## config.mk

```make
export PLATFORM = sky130hd
export DESIGN_NAME = game_ctrl
export DESIGN_NICKNAME = d
export VERILOG_FILES = /design/src/rtl/game_pkg.sv /design/src/rtl/lfsr16.sv /design/src/rtl/game_ctrl.sv
export SDC_FILE = /design/constraint.sdc
export NUM_CORES = 1
export LEC_CHECK = 0
export ABC_CLOCK_PERIOD_IN_PS = 3200
export BUFFER_PORTS_ARGS = -buffer_cell sky130_fd_sc_hd__buf_4
export CAP_MARGIN = 20
export CORE_UTILIZATION = 55
export CTS_BUF_LIST = sky130_fd_sc_hd__clkbuf_4 sky130_fd_sc_hd__clkbuf_8
export CTS_CLUSTER_SIZE = 14
export DETAILED_ROUTE_END_ITERATION = 8
export PLACE_DENSITY = 0.91
export SETUP_SLACK_MARGIN = 0.4
export SLEW_MARGIN = 5
export SYNTH_ARGS = -nofsm -noshare
export SYNTH_HDL_FRONTEND = slang
export SYNTH_HIERARCHICAL = 1
export SYNTH_SLANG_ARGS = --single-unit
```

## constraint.sdc

```tcl
create_clock -name clk -period 3.2 [get_ports clk]
set_clock_uncertainty 0.1 [all_clocks]
set_input_delay 0.16 -clock clk [delete_from_list [all_inputs] [get_ports clk]]
set_output_delay 0.16 -clock clk [all_outputs]
set_load 0.01 [all_outputs]
```

## src/rtl/game_pkg.sv

```systemverilog
// Shared definitions for the jump game controller: FSM states, LFSR constants,
// block spacing and jump trajectory constants.
package game_pkg;

  typedef enum logic [2:0] {
    ST_TITLE  = 3'd0,
    ST_IDLE   = 3'd1,
    ST_CHARGE = 3'd2,
    ST_JUMP   = 3'd3,
    ST_CHECK  = 3'd4,
    ST_OVER   = 3'd5
  } state_t;

  // Fibonacci LFSR, taps at bits 16,14,13,11 (1-based) -> mask bits 15,13,12,10
  localparam logic [15:0] LFSR_SEED = 16'hACE1;
  localparam logic [15:0] LFSR_TAPS = 16'hB400;

  // Minimum horizontal distance from block1 to block2
  localparam logic [9:0] BLOCK_GAP = 10'd96;

  // Jump trajectory: vy starts at +8 and falls by 1 per frame; 17 frames return to ground
  localparam logic signed [4:0] JUMP_VY0   = 5'sd8;
  localparam logic [4:0]        JUMP_TICKS = 5'd17;

  function automatic logic [15:0] lfsr_next(input logic [15:0] q);
    return {q[14:0], ^(q & LFSR_TAPS)};
  endfunction

endpackage

```

## src/rtl/lfsr16.sv

```systemverilog
// Free-running 16-bit maximal-length LFSR used for block placement and type.
module lfsr16
  import game_pkg::*;
(
  input  logic        clk,
  input  logic        rst,
  output logic [15:0] o_q
);

  // Advance one step every clock; a non-zero seed keeps it out of the all-zero state
  always_ff @(posedge clk or posedge rst) begin
    if (rst) o_q <= LFSR_SEED;
    else     o_q <= lfsr_next(o_q);
  end

endmodule

```

## src/rtl/game_ctrl.sv

```systemverilog
// Jump game controller: frame-paced FSM that charges a jump while the button is
// held, flies the man along a fixed parabola and scores landings on block2.
module game_ctrl
  import game_pkg::*;
#(
  parameter logic [9:0] X_LEFT           = 10'd40,
  parameter logic [9:0] Y_GROUND         = 10'd300,
  parameter logic [9:0] BLOCK_W          = 10'd64,
  parameter logic [3:0] FRAMES_PER_LEVEL = 4'd6
) (
  input  logic       clk,
  input  logic       rst,
  input  logic       i_vs,
  input  logic       i_btn,
  output logic       o_title,
  output logic       o_gameover,
  output logic [9:0] o_x_man,
  output logic [9:0] o_y_man,
  output logic [3:0] o_squeeze_man,
  output logic [9:0] o_x_block1,
  output logic [9:0] o_x_block2,
  output logic [3:0] o_type_block1,
  output logic [3:0] o_type_block2,
  output logic       o_en_block1,
  output logic       o_en_block2,
  output logic [7:0] o_score
);

  localparam logic [9:0] X_SPAWN = X_LEFT + (BLOCK_W >> 1);

  logic              vs_meta, vs_sync, vs_prev;
  logic              tick;
  logic              btn_prev;
  logic              press;
  state_t            state, state_next;
  logic [3:0]        squeeze;
  logic [3:0]        frame_cnt;
  logic [3:0]        step;
  logic signed [4:0] vy;
  logic [4:0]        jump_cnt;
  logic [9:0]        x_man, y_man, x_block2;
  logic [3:0]        type_block1, type_block2;
  logic [7:0]        score;
  logic [15:0]       lfsr_q;
  logic              on_block1, on_block2;
  logic              unused_lfsr;

  function automatic logic [3:0] sat_inc4(input logic [3:0] v);
    return (v == 4'hF) ? v : v + 4'd1;
  endfunction

  function automatic logic [7:0] sat_inc8(input logic [7:0] v);
    return (v == 8'hFF) ? v : v + 8'd1;
  endfunction

  lfsr16 u_lfsr (
    .clk (clk),
    .rst (rst),
    .o_q (lfsr_q)
  );

  // Only bits [6:0] (block2 offset) and [11:8] (block2 type) are consumed
  assign unused_lfsr = ^{lfsr_q[15:12], lfsr_q[7]};

  // Two-flop vsync synchronizer plus one delay flop for falling-edge detection
  always_ff @(posedge clk or posedge rst) begin
    if (rst) begin
      vs_meta <= 1'b1;
      vs_sync <= 1'b1;
      vs_prev <= 1'b1;
    end else begin
      vs_meta <= i_vs;
      vs_sync <= vs_meta;
      vs_prev <= vs_sync;
    end
  end

  assign tick = vs_prev & ~vs_sync;

  // Button level remembered at each frame tick so a press is a low-to-high between ticks
  always_ff @(posedge clk or posedge rst) begin
    if (rst)       btn_prev <= 1'b0;
    else if (tick) btn_prev <= i_btn;
  end

  assign press     = i_btn & ~btn_prev;
  assign on_block1 = (x_man >= X_LEFT)   && (x_man <= X_LEFT + BLOCK_W - 10'd1);
  assign on_block2 = (x_man >= x_block2) && (x_man <= x_block2 + BLOCK_W - 10'd1);

  // State register
  always_ff @(posedge clk or posedge rst) begin
    if (rst) state <= ST_TITLE;
    else     state <= state_next;
  end

  // Next-state logic, evaluated only on frame ticks
  always_comb begin
    state_next = state;
    if (tick) begin
      case (state)
        ST_TITLE:  if (press)  state_next = ST_IDLE;
        ST_IDLE:   if (i_btn)  state_next = ST_CHARGE;
        ST_CHARGE: if (!i_btn) state_next = ST_JUMP;
        ST_JUMP:   if (jump_cnt == JUMP_TICKS - 5'd1) state_next = ST_CHECK;
        ST_CHECK:  state_next = (on_block2 || on_block1) ? ST_IDLE : ST_OVER;
        ST_OVER:   if (press)  state_next = ST_TITLE;
        default:   state_next = ST_TITLE;
      endcase
    end
  end

  // Game datapath: pose, blocks, charge and jump registers, all frame-paced
  always_ff @(posedge clk or posedge rst) begin
    if (rst) begin
      squeeze     <= 4'd0;
      frame_cnt   <= 4'd0;
      step        <= 4'd0;
      vy          <= 5'sd0;
      jump_cnt    <= 5'd0;
      x_man       <= X_SPAWN;
      y_man       <= Y_GROUND;
      x_block2    <= X_LEFT + BLOCK_GAP;
      type_block1 <= 4'd0;
      type_block2 <= 4'd0;
      score       <= 8'd0;
    end else if (tick) begin
      case (state)
        ST_TITLE: begin
          if (press) begin
            x_man    <= X_SPAWN;
            y_man    <= Y_GROUND;
            x_block2 <= X_LEFT + BLOCK_GAP + {3'd0, lfsr_q[6:0]};
            score    <= 8'd0;
          end
        end
        ST_IDLE: begin
          if (i_btn) begin
            squeeze   <= 4'd0;
            frame_cnt <= 4'd0;
          end
        end
        ST_CHARGE: begin
          if (!i_btn) begin
            step     <= squeeze;
            vy       <= JUMP_VY0;
            jump_cnt <= 5'd0;
          end else if (frame_cnt == FRAMES_PER_LEVEL - 4'd1) begin
            frame_cnt <= 4'd0;
            squeeze   <= sat_inc4(squeeze);
          end else begin
            frame_cnt <= frame_cnt + 4'd1;
          end
        end
        ST_JUMP: begin
          x_man    <= x_man + {6'd0, step};
          y_man    <= y_man - {{5{vy[4]}}, vy};
          vy       <= vy - 5'sd1;
          jump_cnt <= jump_cnt + 5'd1;
        end
        ST_CHECK: begin
          if (on_block2) begin
            score       <= sat_inc8(score);
            x_man       <= x_man - (x_block2 - X_LEFT);
            type_block1 <= type_block2;
            x_block2    <= X_LEFT + BLOCK_GAP + {3'd0, lfsr_q[6:0]};
            type_block2 <= lfsr_q[11:8];
          end
        end
        default: begin
        end
      endcase
    end
  end

  // Output decode from state and datapath registers
  always_comb begin
    o_title       = (state == ST_TITLE);
    o_gameover    = (state == ST_OVER);
    o_en_block1   = (state != ST_TITLE);
    o_en_block2   = (state != ST_TITLE);
    o_squeeze_man = (state == ST_CHARGE) ? squeeze : 4'd0;
    o_x_man       = x_man;
    o_y_man       = y_man;
    o_x_block1    = X_LEFT;
    o_x_block2    = x_block2;
    o_type_block1 = type_block1;
    o_type_block2 = type_block2;
    o_score       = score;
  end

endmodule

```

## After elaboration in Yosys (flattened, before gate mapping)

Cells that the tools add are included.

| storage, ports and cells | value |
|---|---|
| flip-flop bits (word level) | 91 |
| word-level logic and storage cells | 110 |
| output and inout bits | 64 |

| operators by class | value |
|---|---|
| add/subtract/negate cells | 12 |
| muxes and demuxes | 32 |
| equal/unequal tests | 19 |
| bitwise operators | 5 |
| reduce and logical (&&, ||, !) cells | 21 |
| order comparisons | 4 |

Operators by type and width:

| cell | count |
|---|---|
| 2-to-1 mux 10 bit | 5 |
| one-hot mux 10 bit (2 select lines) | 2 |
| one-hot mux 10 bit (3 select lines) | 1 |
| 2-to-1 mux 4 bit | 7 |
| 2-to-1 mux 8 bit | 3 |
| one-hot mux 5 bit (2 select lines) | 2 |
| subtractor 10 bit | 2 |
| 2-to-1 mux 3 bit | 6 |
| one-hot mux 3 bit (6 select lines) | 1 |
| inequality test 2 bit (second input constant) | 8 |
| one-hot mux 4 bit (2 select lines) | 2 |
| one-hot mux 8 bit (2 select lines) | 1 |
| XOR reduction 16 bit | 1 |
| AND reduction 3 bit | 4 |
| AND reduction 4 bit | 3 |
| AND reduction 6 bit | 2 |
| adder 10 x 4 -> 10 bit | 1 |
| adder 10 x 7 -> 10 bit (second input constant) | 1 |
| greater-or-equal comparator 10 bit | 1 |
| greater-or-equal comparator 10 x 6 -> 1 bit (second input constant) | 1 |
| less-or-equal comparator 10 bit | 1 |
| less-or-equal comparator 10 x 7 -> 1 bit (second input constant) | 1 |
| 2-to-1 mux 5 bit | 2 |
| subtractor 10 x 1 -> 10 bit (second input constant) | 1 |
| other kinds (22) | 34 |

## Longest topological paths before layout

Gate-level depths: netlist of the first run.

| depth | value |
|---|---|
| word-level depth | 7 |
| gate-level depth with buffers | 14 |

## Modules after synthesis

The synthesis of the first run kept the hierarchy.

By module, submodules not included:

| module | cells an instance | instances | area each (um2) | sequential area each (um2) |
|---|---|---|---|---|
| game_ctrl | 559 | 1 | 5,166.2 | 1,865.5 |
| lfsr16 | 20 | 1 | 440.4 | 410.4 |

## Worst setup path before layout of the first run

No wires, ideal clock.

| path | value |
|---|---|
| path kind | register -> register |
| from | reg x_block2[5] (netlist: o_x_block2[5]) |
| to | reg type_block1[0] (netlist: o_type_block1[0]) |
| setup slack | -153 ps |
| cell stages (with the launch flop) | 13 |
| data arrival time | 3,128 ps |
| path buffers | 1 |
| clock period less this slack | 3,353 ps |
| cell sequence | dfrtp_1 nor4_1 nand2_1 and3_1 xnor2_1 ha_1 nand4_1 a211oi_1 a2111o_1 a211o_1 buf_2 nor2_2 mux2_2 |

| between the ends | value |
|---|---|
| longest elaborated chain between the ends | 5 |

Ends and longest elaborated chain:

| item | line | RTL |
|---|---|---|
| start: declaration | game_ctrl.sv:41 | `logic [9:0] x_man, y_man, x_block2;` |
| start signal: assignment | game_ctrl.sv:122 | `x_block2 <= X_LEFT + BLOCK_GAP;` |
| start signal: assignment | game_ctrl.sv:132 | `x_block2 <= X_LEFT + BLOCK_GAP + {3'd0, lfsr_q[6:0]};` |
| start signal: assignment | game_ctrl.sv:165 | `x_block2 <= X_LEFT + BLOCK_GAP + {3'd0, lfsr_q[6:0]};` |
| adder 10 x 7 -> 10 bit | game_ctrl.sv:88 | `assign on_block2 = (x_man >= x_block2) && (x_man <= x_block2 + BLOCK_W - 10'd1);` |
| subtractor 10 x 1 -> 10 bit | game_ctrl.sv:88 |  |
| less-or-equal comparator 10 bit | game_ctrl.sv:88 |  |
| logical AND 1 bit (*) | game_ctrl.sv:88 |  |
| AND reduction 3 bit (no line) (*) | -- |  |
| end signal: assignment | game_ctrl.sv:164 | `type_block1 <= type_block2;` |
| end: declaration | game_ctrl.sv:42 | `logic [3:0] type_block1, type_block2;` |

Every way passes the cells marked *; elsewhere a longest branch is shown, timed or not.
A chain may end at the register's enable or synchronous reset.

## Worst setup path after layout of the first run

| path | value |
|---|---|
| from | reg x_block2[4] (netlist: o_x_block2[4]) |
| to | reg score[5] (netlist: o_score[5]) |

| between the ends | value |
|---|---|
| longest elaborated chain between the ends | 6 |

Ends and longest elaborated chain:

| item | line | RTL |
|---|---|---|
| adder 10 x 7 -> 10 bit | game_ctrl.sv:88 |  |
| subtractor 10 x 1 -> 10 bit | game_ctrl.sv:88 |  |
| less-or-equal comparator 10 bit | game_ctrl.sv:88 |  |
| logical AND 1 bit (*) | game_ctrl.sv:88 |  |
| inequality test 2 bit (no line) (*) | -- |  |
| AND reduction 5 bit (no line) (*) | -- |  |
| end signal: assignment | game_ctrl.sv:162 | `score <= sat_inc8(score);` |
| end: declaration | game_ctrl.sv:43 | `logic [7:0] score;` |

Marked as above.

==> out/metrics.cfg, run 1 <==
[status]
status = finished, violations left
violations = negative setup slack

[timing]
finalCritPeriodShare_pct = 107
rsz0062_at_grt = true
tightest_slew_ns = 0.838
setup_slack_ns = -0.240
setup_viol = 32
hold_viol_final = 0
relSlewSlack_pct = 43.9
fin_setup_tns_ns = -4.54
holdWs_ns = 0.259
fmax_mhz = 291
finalWorstPathRequiredPeriod_ns = 3.44
drv_slew = 0

[clock_network]
cts_tree = yes
cts-buffers-inserted = 9
h-tree-depth = 3
clkSlewWorstSetupHoldPaths_ns = 0.10
clock-sinks = 90
clock-root-buffer = clkbuf_8
clockBufferDepth = 2
clkLatencyLatePin_ns = 0.38

[setup_path]
max_stage_delay_ns = 0.44
critPathLaunchType = register
timing.rr.end = o_score[5]$_DFFE_PP0P_
crit_path_cell_trace = nor4_4 -> nand2_1 -> and3_4 -> xnor2_1 -> ha_1 -> nand4_1 -> a211oi_1 -> a2111o_1 -> a211o_4 -> buf_6 -> or4_1 -> a21oi_1
crit_end = o_score[5]$_DFFE_PP0P_
cp_top_family = simple AND/OR/NAND/NOR gates
reg2reg_depth = 12
reg2reg_slack_ns = -0.24
crit_path_end_kind = register
crit_path_start = o_x_block2[4]$_DFFE_PP0P_
cpMaxStageDelayCell = dfrtp_1
path_buf_inv = 1
path_class = reg2reg
arrival_ns = 3.65
r2r-start = o_x_block2[4]$_DFFE_PP0P_
worstSetupPathDepth = 12
worstPathRequired_ns = 3.41
critPathMaxFanout = 8

[grt]
grt_max_degree = 37
overflow = 0
antenna_found_initial = 0
grt_pass1_vias = 4898
gr-usage-met2_pct = 48.5
track_usage_pct = 29.2
grt_use_met3_pct = 6.03
grt_pass1_wl_um = 23300
gr-usage-met1_pct = 35.5
grt.busiest_layer = met2

[route]
vias_per_cell = 6.16
drtPass1Iterations = 5
routed_wl_um = 14700
wire_per_inst_um = 18.4
drc_errors = 0
ant_nets = 0
drt_iter0_markers = 502
num_vias = 4923

[layout]
fin_nets = 722
antenna_cells = 0
areaGrowthSynthToFinish_pct = 20.0
drive_gt1_share_pct = 25.5

[logic_synthesis]
syn_area_mm2 = 0.00561
yosysTopAreaCell = dfrtp_1
synthCells = 579
synth_top_area_share_pct = 31.7
synthTopCellsByCount = dfrtp_1 (71), ha_1 (50), inv_1 (50), nor2_1 (38), a21oi_1 (37)
synth_xor_area_share_pct = 5.00
synth-compound-area-share_pct = 15.4
yosysWarnings = 6
synthAdderAreaFrac_pct = 13.7
async_flop_share_pct = 100
yosys.area_share.simple_pct = 14.6
syn_area_per_cell_um2 = 9.68
yosysUniqueCellTypes = 58
synth_ff_type = dfrtp_1
synth.area.top_cells = dfrtp_1 (32%), ha_1 (11%), dfstp_2 (8.9%), mux2_2 (3.8%), xnor2_1 (3.4%)
yosysMostFrequentCell = dfrtp_1
synth_mux_area_share_pct = 4.53
ys_ff_latch = 90
seq_area_frac_synth_pct = 40.6
synth_edf_count = 0
synth_top_family_by_area = compound AO/OA/AOI/OAI gates

[power_and_ir_drop]
cellPowerDensity_mw_per_mm2 = 899
irDropWorstVdd_v = 0.000374
p_leak_nw = 3.24

[placement]
post-dp-hpwl_um = 10100
gp_congestion = 0.895
io_buffer_count = 56

[floorplan]
start_util_pct = 57.1
pin_count = 68
fp.dieW_um = 103
rows = 36
fp.dieArea_mm2 = 0.0106
core_mm2 = 0.00982
die_h_um = 103

[min_path]
hold_class = reg2reg

[flow_run]
drv_cap = 0

-- worst min-delay path by stage --
stage	from	endpoint	slack, ns	depth (start not counted)
final	u_lfsr/o_q[14]$_DFF_PP0_	u_lfsr/o_q[15]$_DFF_PP1_	0.26	0
after global routing	vs_meta$_DFF_PP1_	vs_sync$_DFF_PP1_	0.27	0
after CTS	vs_meta$_DFF_PP1_	vs_sync$_DFF_PP1_	0.26	0
after detailed placement	rst	u_lfsr/o_q[4]$_DFF_PP0_	0.16	2
after global placement	rst	u_lfsr/o_q[8]$_DFF_PP0_	0.14	2
after floorplan	rst	u_lfsr/o_q[12]$_DFF_PP0_	-0.03	1
-- cell families (layout without fill, tap and decap cells) --
| group | count (synthesis) | in the layout |
|---|---|---|
| other | 2 | 11 |
| flip-flops | 90 | 90 |
| AND/OR/NAND/NOR | 162 | 162 |
| buffers and inverters | 78 | 156 |
| adder cells (fa/ha/maj) | 57 | 57 |
| multiplexers | 23 | 23 |
| XOR/XNOR | 32 | 32 |
| AO/OA/AOI/OAI | 135 | 135 |
-- timing repair --
action                                  CTS  global route
setup buffers                             3             0
resized for setup                        18             8
hold buffers                              3             0
pin swaps                                12             8
gates cloned                              1             0
hold endpoints to repair                 40             0
endpoints found under the setup margin   36            36
-- power breakdown --
part / switching, mW / internal [mW] / leakage, nW
clock network: 0.472 / 0.457 / 0.117
registers: 0.381 / 1.40 / 1.13
logic: 1.84 / 1.50 / 1.99
-- layout make-up --
cell class,instances,area [um^2]
flip-flops and latches,90,2280
clock buffers,9,124
well taps,133,166
clock inverters,7,106
inverters,50,188
fillers,710,3090
repair buffers,90,697
multi-input cells,420,3170
-- metal layers --
metal	wire [um]	share of wire [%]
met4	571	3.9
met1	5890	40
met3	991	6.8
met5	0	0
met2	7220	49
-- flip-flops by register name, indices dropped and copies added (netlist names), 3 cells and up --
register / count
step: 4
vy: 5
o_type_block1: 4
o_x_block2: 9
o_score: 8
u_lfsr/o_q: 16
o_y_man: 10
frame_cnt: 4
jump_cnt: 5
squeeze: 4
state: 3
o_type_block2: 4
o_x_man: 10
-- per-stage QoR --
step	std cells	utilization [%]	setup WS, ns	power [mW]	cell area, um^2
after floorplan	588	-	0.0505	3.91	5730
after global placement	776	64.6	-0.0952	4.68	6340
after detailed placement	776	64.6	-0.219	4.88	6340
after CTS	799	68.2	-0.107	5.91	6700
after global routing	799	68.5	-0.299	6.45	6730
final	799	68.5	-0.240	6.05	6730
-- placed cells by master, fill, tap and decap left out, types with 3 or more instances in the layout --
cell           Yosys  routed
mux2_4             0       9
o31ai_1           12      11
a211oi_1           8       7
a31oi_1            6       6
nor2_1            38      37
a22o_1             3       3
ha_1              50      50
and3_1            10       9
o22ai_1            5       5
o21bai_1           3       3
nand2_1           34      32
or4_1              6       6
or3_1              4       4
nand4_1            9       9
nand3b_1           3       3
nand3_1           22      21
o211ai_1           6       6
mux2i_1            4       4
dlygate4sd3_1      0       3
dfstp_2           19      19
o21ai_0           29      27
clkbuf_8           0       9
a21o_1             6       5
conb_1             2      11
xnor2_1           22      22
fa_1               7       7
dfrtp_1           71      69
mux2_2            19      10
or2_2              4       4
buf_4             12      84
inv_1             50      49
nor3_1             7       6
xor2_1            10      10
nand2b_1          11      11
nor4_1             5       4
a21oi_1           37      35
inv_6              0       4
(Power assumes the default switching activity.)
==> run 2: changes to the inputs <==
ABC_CLOCK_PERIOD_IN_PS = 4500   (was 3200)
CORE_UTILIZATION = 60   (was 55)
PLACE_DENSITY = 0.87   (was 0.91)
clock period = 4.5 ns   (was 3.2 ns; I/O delays follow)
==> out/metrics.cfg, run 2 (synthesis gave the netlist of run 1 again) <==
[layout]
mostFrequentLayoutCells = dfrtp_1 (71), buf_4 (58), ha_1 (50)  ; was buf_4 (84), dfrtp_1 (69), ha_1 (50)
fin_nets = 692  ; was 722
drive_gt1_share_pct = 19.2  ; was 25.5%
antenna_cells = 0  ; unchanged
final_util_pct = 70.8  ; was 68.5%
instances_no_fill = 744  ; was 799
largest_reg_flops = 16  ; unchanged
fill_cells = 642  ; was 710
regMostFlops = u_lfsr/o_q  ; unchanged
areaGrowthSynthToFinish_pct = 12.3  ; was 20.0%
final_common_cell = dfrtp_1  ; was buf_4

[timing]
drv_slew = 0  ; unchanged
holdWs_ns = 0.0353  ; was 0.259 ns
finalCritPeriodShare_pct = 82.7  ; was 107%
tightest_slew_ns = 0.768  ; was 0.838 ns
hold_viol_final = 0  ; unchanged
relSlewSlack_pct = 48.6  ; was 43.9%
fin_setup_tns_ns = 0  ; was -4.54 ns
fmax_mhz = 269  ; was 291 MHz
finalWorstPathRequiredPeriod_ns = 3.72  ; was 3.44 ns
setup_viol = 0  ; was 32
rsz0062_at_grt = false  ; was true

[placement]
gp_congestion = 0.888  ; was 0.895
post-place-cells = 726  ; was 776
io_buffer_count = 56  ; unchanged
post-dp-hpwl_um = 9210  ; was 10,100 um

[setup_path]
crit_path_end_kind = register  ; unchanged
crit_path_cell_trace = nor4_1 -> nand2_1 -> and3_1 -> xnor2_1 -> ha_1 -> o21ai_0 -> nor2_1 -> a2111o_1 -> a211o_2 -> nor2_4 -> mux2_2  ; was nor4_4 -> nand2_1 -> and3_4 -> xnor2_1 -> ha_1 -> nand4_1 -> a211oi_1 -> a2111o_1 -> a211o_4 -> buf_6 -> or4_1 -> a21oi_1
arrival_ns = 3.88  ; was 3.65 ns
r2r-start = o_x_block2[5]$_DFFE_PP0P_  ; was o_x_block2[4]$_DFFE_PP0P_
reg2reg_slack_ns = 0.78  ; was -0.24 ns
worstSetupPathDepth = 11  ; was 12
worstPathRequired_ns = 4.66  ; was 3.41 ns
cpMaxStageDelayCell = a211o_2  ; was dfrtp_1
path_class = reg2reg  ; unchanged
timing.rr.end = o_type_block2[0]$_DFFE_PP0P_  ; was o_score[5]$_DFFE_PP0P_
critPathMaxFanout = 28  ; was 8
crit_end = o_type_block2[0]$_DFFE_PP0P_  ; was o_score[5]$_DFFE_PP0P_
cp_top_family = simple AND/OR/NAND/NOR gates  ; unchanged
max_stage_delay_ns = 0.51  ; was 0.44 ns
critPathLaunchType = register  ; unchanged
path_buf_inv = 0  ; was 1
crit_path_start = o_x_block2[5]$_DFFE_PP0P_  ; was o_x_block2[4]$_DFFE_PP0P_
reg2reg_depth = 11  ; was 12

[power_and_ir_drop]
cellPowerDensity_mw_per_mm2 = 635  ; was 899 mW/mm^2
power_mw = 4.00  ; was 6.05 mW
p_leak_nw = 3.05  ; was 3.24 nW
irDropWorstVdd_v = 0.000351  ; was 0.000374 V

[floorplan]
pin_count = 68  ; unchanged
rows = 34  ; was 36
core_mm2 = 0.00889  ; was 0.00982 mm^2
fp.dieW_um = 98.7  ; was 103 um
start_util_pct = 63.1  ; was 57.1%
die_h_um = 98.7  ; was 103 um
fp.dieArea_mm2 = 0.00973  ; was 0.0106 mm^2

[flow_run]
drv_cap = 0  ; unchanged

[clock_network]
clkSlewWorstSetupHoldPaths_ns = 0.10  ; about the same
clock-sinks = 90  ; unchanged
h-tree-depth = 3  ; unchanged
clock-root-buffer = clkbuf_8  ; unchanged
cts_tree = yes  ; unchanged
clkLatencyLatePin_ns = 0.38  ; about the same
clockBufferDepth = 2  ; unchanged
cts-buffers-inserted = 9  ; unchanged

[route]
num_vias = 4538  ; was 4,923
vias_per_cell = 6.10  ; was 6.16
drtPass1Iterations = 5  ; unchanged
drc_errors = 0  ; unchanged
drt_iter0_markers = 310  ; was 502
routed_wl_um = 12500  ; was 14,700 um
wire_per_inst_um = 16.8  ; was 18.4 um
ant_nets = 0  ; unchanged

[grt]
grt_max_degree = 46  ; was 37
grt_pass1_vias = 4523  ; was 4,898
grt_pass1_wl_um = 21400  ; was 23,300 um
antenna_found_initial = 0  ; unchanged
overflow = 0  ; unchanged
track_usage_pct = 27.7  ; was 29.2%

[min_path]
hold_class = in2reg  ; was reg2reg
hold_depth = 2  ; was 0

[status]
status = finished, final reports clean  ; was finished, violations left

run 2: where the power goes:
group          internal, mW  leakage (nW)  switching (mW)
clock network         0.268         0.100           0.325
registers             0.998          1.13           0.291
logic                 0.967          1.81            1.15
run 2: worst min-delay path by stage:
stage | to | slack [ns] | from
3_5_place_dp | vs_meta$_DFF_PP1_ | 0.24 | i_vs
5_1_grt | btn_prev$_DFFE_PP0P_ | 0.04 | i_btn
3_3_place_gp | u_lfsr/o_q[12]$_DFF_PP0_ | 0.23 | rst
6_report | btn_prev$_DFFE_PP0P_ | 0.04 | i_btn
2_1_floorplan | u_lfsr/o_q[12]$_DFF_PP0_ | 0.03 | rst
4_1_cts | btn_prev$_DFFE_PP0P_ | 0.03 | i_btn
run 2: metal layers:
metal | part of all wire [%] | GRT usage [%]
met1 | 43 | 35.5
met2 | 50 | 47.1
met3 | 4.7 | 3.48
met4 | 2.5 | 12.9
met5 | 0 | 0
run 2: what timing repair did:
item                                    CTS  global route
endpoints found under the hold margin    32             0
hold buffers                              2             0
setup buffers                             0             0
gates resized for setup                   0             2
endpoints found under the setup margin    0             9
run 2: cell type report:
cell class	instances	area (um^2)	share of cell area (%)
Sequential cell	90	2280	36.2
Inverter	50	188	2.98
Clock inverter	7	85.1	1.35
Timing Repair Buffer	60	455	7.24
Tap cell	108	135	2.15
Clock buffer	9	124	1.97
Multi-Input combinational cell	420	3030	48.2
run 2: per-stage QoR:
| step | area, um^2 | setup WS (ns) |
|---|---|---|
| finish | 6290 | 0.780 |
| global route | 6290 | 0.546 |
| global placement | 6060 | 0.760 |
| floorplan | 5640 | 1.15 |
| CTS | 6290 | 0.606 |
| detailed placement | 6060 | 0.641 |
==> run 3: changes to the inputs <==
ABC_AREA = 1   (was unset)
ABC_CLOCK_PERIOD_IN_PS = 3800   (was 4500)
PLACE_DENSITY = 0.86   (was 0.87)
clock period = 3.8 ns   (was 4.5 ns; I/O delays follow)
==> out/metrics.cfg, run 3 <==
[layout]
fill_cells = 810  ; was 642
largest_reg_flops = 16  ; unchanged
antenna_cells = 0  ; unchanged
drive_gt1_share_pct = 17.5  ; was 19.2%
instances_no_fill = 981  ; was 744
fin_nets = 904  ; was 692
final_common_cell = nand2_1  ; was dfrtp_1
mostFrequentLayoutCells = nand2_1 (202), inv_1 (110), nand3_1 (84)  ; was dfrtp_1 (71), buf_4 (58), ha_1 (50)
areaGrowthSynthToFinish_pct = 10.8  ; was 12.3%
regMostFlops = u_lfsr/o_q  ; unchanged

[placement]
gp_congestion = 0.918  ; was 0.888
post-place-cells = 963  ; was 726
post-dp-hpwl_um = 10500  ; was 9210 um
io_buffer_count = 56  ; unchanged

[grt]
overflow = 0  ; unchanged
grt_max_degree = 43  ; was 46
grt_pass1_wl_um = 22700  ; was 21,400 um
track_usage_pct = 27.6  ; was 27.7%
gr-usage-met2_pct = 48.2  ; was 47.1%
gr-usage-met1_pct = 34.9  ; was 35.5%
antenna_found_initial = 0  ; unchanged
grt_pass1_vias = 4916  ; was 4,523
grt_use_met3_pct = 5.02  ; was 3.48%
grt.busiest_layer = met2  ; unchanged

[power_and_ir_drop]
cellPowerDensity_mw_per_mm2 = 693  ; was 635 mW/mm^2
irDropWorstVdd_v = 0.000445  ; was 0.000351 V
p_leak_nw = 3.60  ; was 3.05 nW

[logic_synthesis]
seq_area_frac_synth_pct = 37.2  ; was 40.6%
synth_xor_area_share_pct = 2.00  ; was 5.00%
yosysTopAreaCell = dfrtp_1  ; unchanged
yosys.area_share.simple_pct = 29.0  ; was 14.6%
yosysUniqueCellTypes = 44  ; was 58
yosysMostFrequentCell = nand2_1  ; was dfrtp_1
synth_ff_type = dfrtp_1  ; unchanged
yosysWarnings = 6  ; unchanged
synth_mux_area_share_pct = 0  ; was 4.53%
async_flop_share_pct = 100  ; unchanged
synth_edf_count = 0  ; unchanged
synthAdderAreaFrac_pct = 12.5  ; was 13.7%
syn_area_mm2 = 0.00612  ; was 0.00561 mm^2
synthTopCellsByCount = nand2_1 (202), inv_1 (111), nand3_1 (84), dfrtp_1 (71), ha_1 (50)  ; was dfrtp_1 (71), ha_1 (50), inv_1 (50), nor2_1 (38), a21oi_1 (37)
ys_ff_latch = 90  ; unchanged
synth-compound-area-share_pct = 8.94  ; was 15.4%
synth_top_family_by_area = simple AND/OR/NAND/NOR gates  ; was compound AO/OA/AOI/OAI gates
synth.area.top_cells = dfrtp_1 (29%), nand2_1 (12%), ha_1 (10%), dfstp_2 (8.2%), nand3_1 (6.9%)  ; was dfrtp_1 (32%), ha_1 (11%), dfstp_2 (8.9%), mux2_2 (3.8%), xnor2_1 (3.4%)
synthCells = 787  ; was 579
syn_area_per_cell_um2 = 7.77  ; was 9.68 um^2
synth_top_area_share_pct = 29.0  ; was 31.7%

[setup_path]
worstPathRequired_ns = 3.96  ; was 4.66 ns
critPathLaunchType = register  ; unchanged
arrival_ns = 3.23  ; was 3.88 ns
critPathMaxFanout = 11  ; was 28
path_class = reg2reg  ; unchanged
reg2reg_depth = 15  ; was 11
reg2reg_slack_ns = 0.73  ; was 0.78 ns
crit_path_end_kind = register  ; unchanged
timing.rr.end = o_type_block2[0]$_DFFE_PP0P_  ; unchanged
r2r-start = o_x_block2[1]$_DFFE_PP0P_  ; was o_x_block2[5]$_DFFE_PP0P_

[floorplan]
rows = 36  ; was 34
die_h_um = 103  ; was 98.7 um
pin_count = 68  ; unchanged
fp.dieW_um = 103  ; was 98.7 um
core_mm2 = 0.00982  ; was 0.00889 mm^2
start_util_pct = 62.3  ; was 63.1%
fp.dieArea_mm2 = 0.0106  ; was 0.00973 mm^2

[min_path]
hold-path-endpoint = btn_prev$_DFFE_PP0P_  ; unchanged
hold_depth = 3  ; was 2
min_from = i_btn  ; unchanged
hold_class = in2reg  ; unchanged

[clock_network]
cts_tree = yes  ; unchanged
clock-sinks = 90  ; unchanged
cts-buffers-inserted = 9  ; unchanged
holdBufCountCts = 2  ; unchanged
clock-root-buffer = clkbuf_8  ; unchanged
clkLatencyLatePin_ns = 0.37  ; was 0.38 ns
clkSlewWorstSetupHoldPaths_ns = 0.09  ; was 0.10 ns
cts_setup_buffers = 0  ; unchanged
cts_resized = 0  ; unchanged
clockBufferDepth = 2  ; unchanged
h-tree-depth = 3  ; unchanged

[timing]
setup_viol = 0  ; unchanged
fmax_mhz = 325  ; was 269 MHz
drv_slew = 0  ; unchanged
finalWorstPathRequiredPeriod_ns = 3.07  ; was 3.72 ns
relSlewSlack_pct = 53.5  ; was 48.6%
hold_viol_final = 0  ; unchanged
fin_setup_tns_ns = 0  ; unchanged
finalCritPeriodShare_pct = 80.9  ; was 82.7%
tightest_slew_ns = 0.696  ; was 0.768 ns
rsz0062_at_grt = false  ; unchanged

[route]
num_vias = 5294  ; was 4,538
drt_iter0_markers = 235  ; was 310
vias_per_cell = 5.40  ; was 6.10
drtPass1Iterations = 5  ; unchanged
ant_nets = 0  ; unchanged
wire_per_inst_um = 13.9  ; was 16.8 um
drc_errors = 0  ; unchanged
routed_wl_um = 13700  ; was 12,500 um

[flow_run]
drv_cap = 0  ; unchanged

[status]
status = finished, final reports clean  ; unchanged

==> run 3: cell count changes after synthesis, sizes merged, moves of 12 or more <==
| cell | delta |
|---|---|
| nand3 | +62 |
| mux2 | -19 |
| inv | +68 |
| nand2 | +185 |
| xnor2 | -16 |
| clkbuf | -13 |
| o31ai | -12 |
| o21ai | +22 |
==> run 3: final cells by class <==
type	instances	area, um^2	area share, %
multi-input combinational	565	3250	47.9
sequential	90	2280	33.6
timing repair buffer	59	448	6.61
inverter	118	445	6.57
clock buffer	13	173	2.55
tap	133	166	2.45
clock inverter	3	22.5	0.332
==> run 3: logic make-up after synthesis <==
family,Yosys count
buffers and inverters,141
flip-flops,90
other,2
AO/OA/AOI/OAI,93
AND/OR/NAND/NOR,390
adder cells (fa/ha/maj),57
XOR/XNOR,14
==> run 3: worst max-delay path by stage <==
stage,to,slack [ns],startpoint
final,o_type_block2[0]$_DFFE_PP0P_,0.73,o_x_block2[1]$_DFFE_PP0P_
after global routing,o_x_man[8]$_DFFE_PP0P_,0.55,o_x_block2[1]$_DFFE_PP0P_
after CTS,o_type_block2[1]$_DFFE_PP0P_,0.77,o_x_block2[1]$_DFFE_PP0P_
after detailed placement,o_type_block2[0]$_DFFE_PP0P_,0.79,o_x_block2[1]$_DFFE_PP0P_
after global placement,o_type_block1[2]$_DFFE_PP0P_,0.92,o_x_block2[1]$_DFFE_PP0P_
after floorplan,o_x_block2[5]$_DFFE_PP0P_,1.25,o_x_block2[1]$_DFFE_PP0P_
==> run 3: worst max-delay path: stages (launching register included) <==
cell	delay [ns]
dfrtp_1	0.46
nor4_1	0.37
nand3_1	0.20
nand2_1	0.12
xor2_1	0.16
ha_1	0.26
nand2_1	0.07
nand2_1	0.04
a21oi_1	0.14
nand3_1	0.09
nand2_1	0.09
nand3_1	0.15
inv_1	0.29
nand2_1	0.25
nand2_1	0.12
nand2_1	0.05
==> run 3: routing by layer <==
layer / routed length, um / share of wire [%] / up-vias
met5: 0 / 0 / -
met4: 312 / 2.3 / 0
met3: 683 / 5.0 / 24
met2: 6790 / 50 / 156
met1: 5890 / 43 / 2495
li1: - / - / 2619
==> run 3: where the power goes <==
group	internal, mW	switching (mW)	leakage, nW
clock	0.300	0.339	0.103
combinational	0.963	1.60	2.35
sequential	1.20	0.295	1.15
total	2.47	2.23	3.60
==> run 3: stage by stage <==
step / hold slack (ns) / utilization [%] / area (um^2) / setup slack, ns / power (mW)
floorplan: -0.00199 / - / 6150 / 1.25 / 3.36
global route: 0.0504 / 69.0 / 6780 / 0.547 / 5.15
finish: 0.0411 / 69.0 / 6780 / 0.726 / 4.70
global placement: 0.182 / 66.9 / 6570 / 0.924 / 3.90
CTS: 0.0229 / 69.0 / 6780 / 0.771 / 4.70
detailed placement: 0.199 / 66.9 / 6570 / 0.788 / 4.04
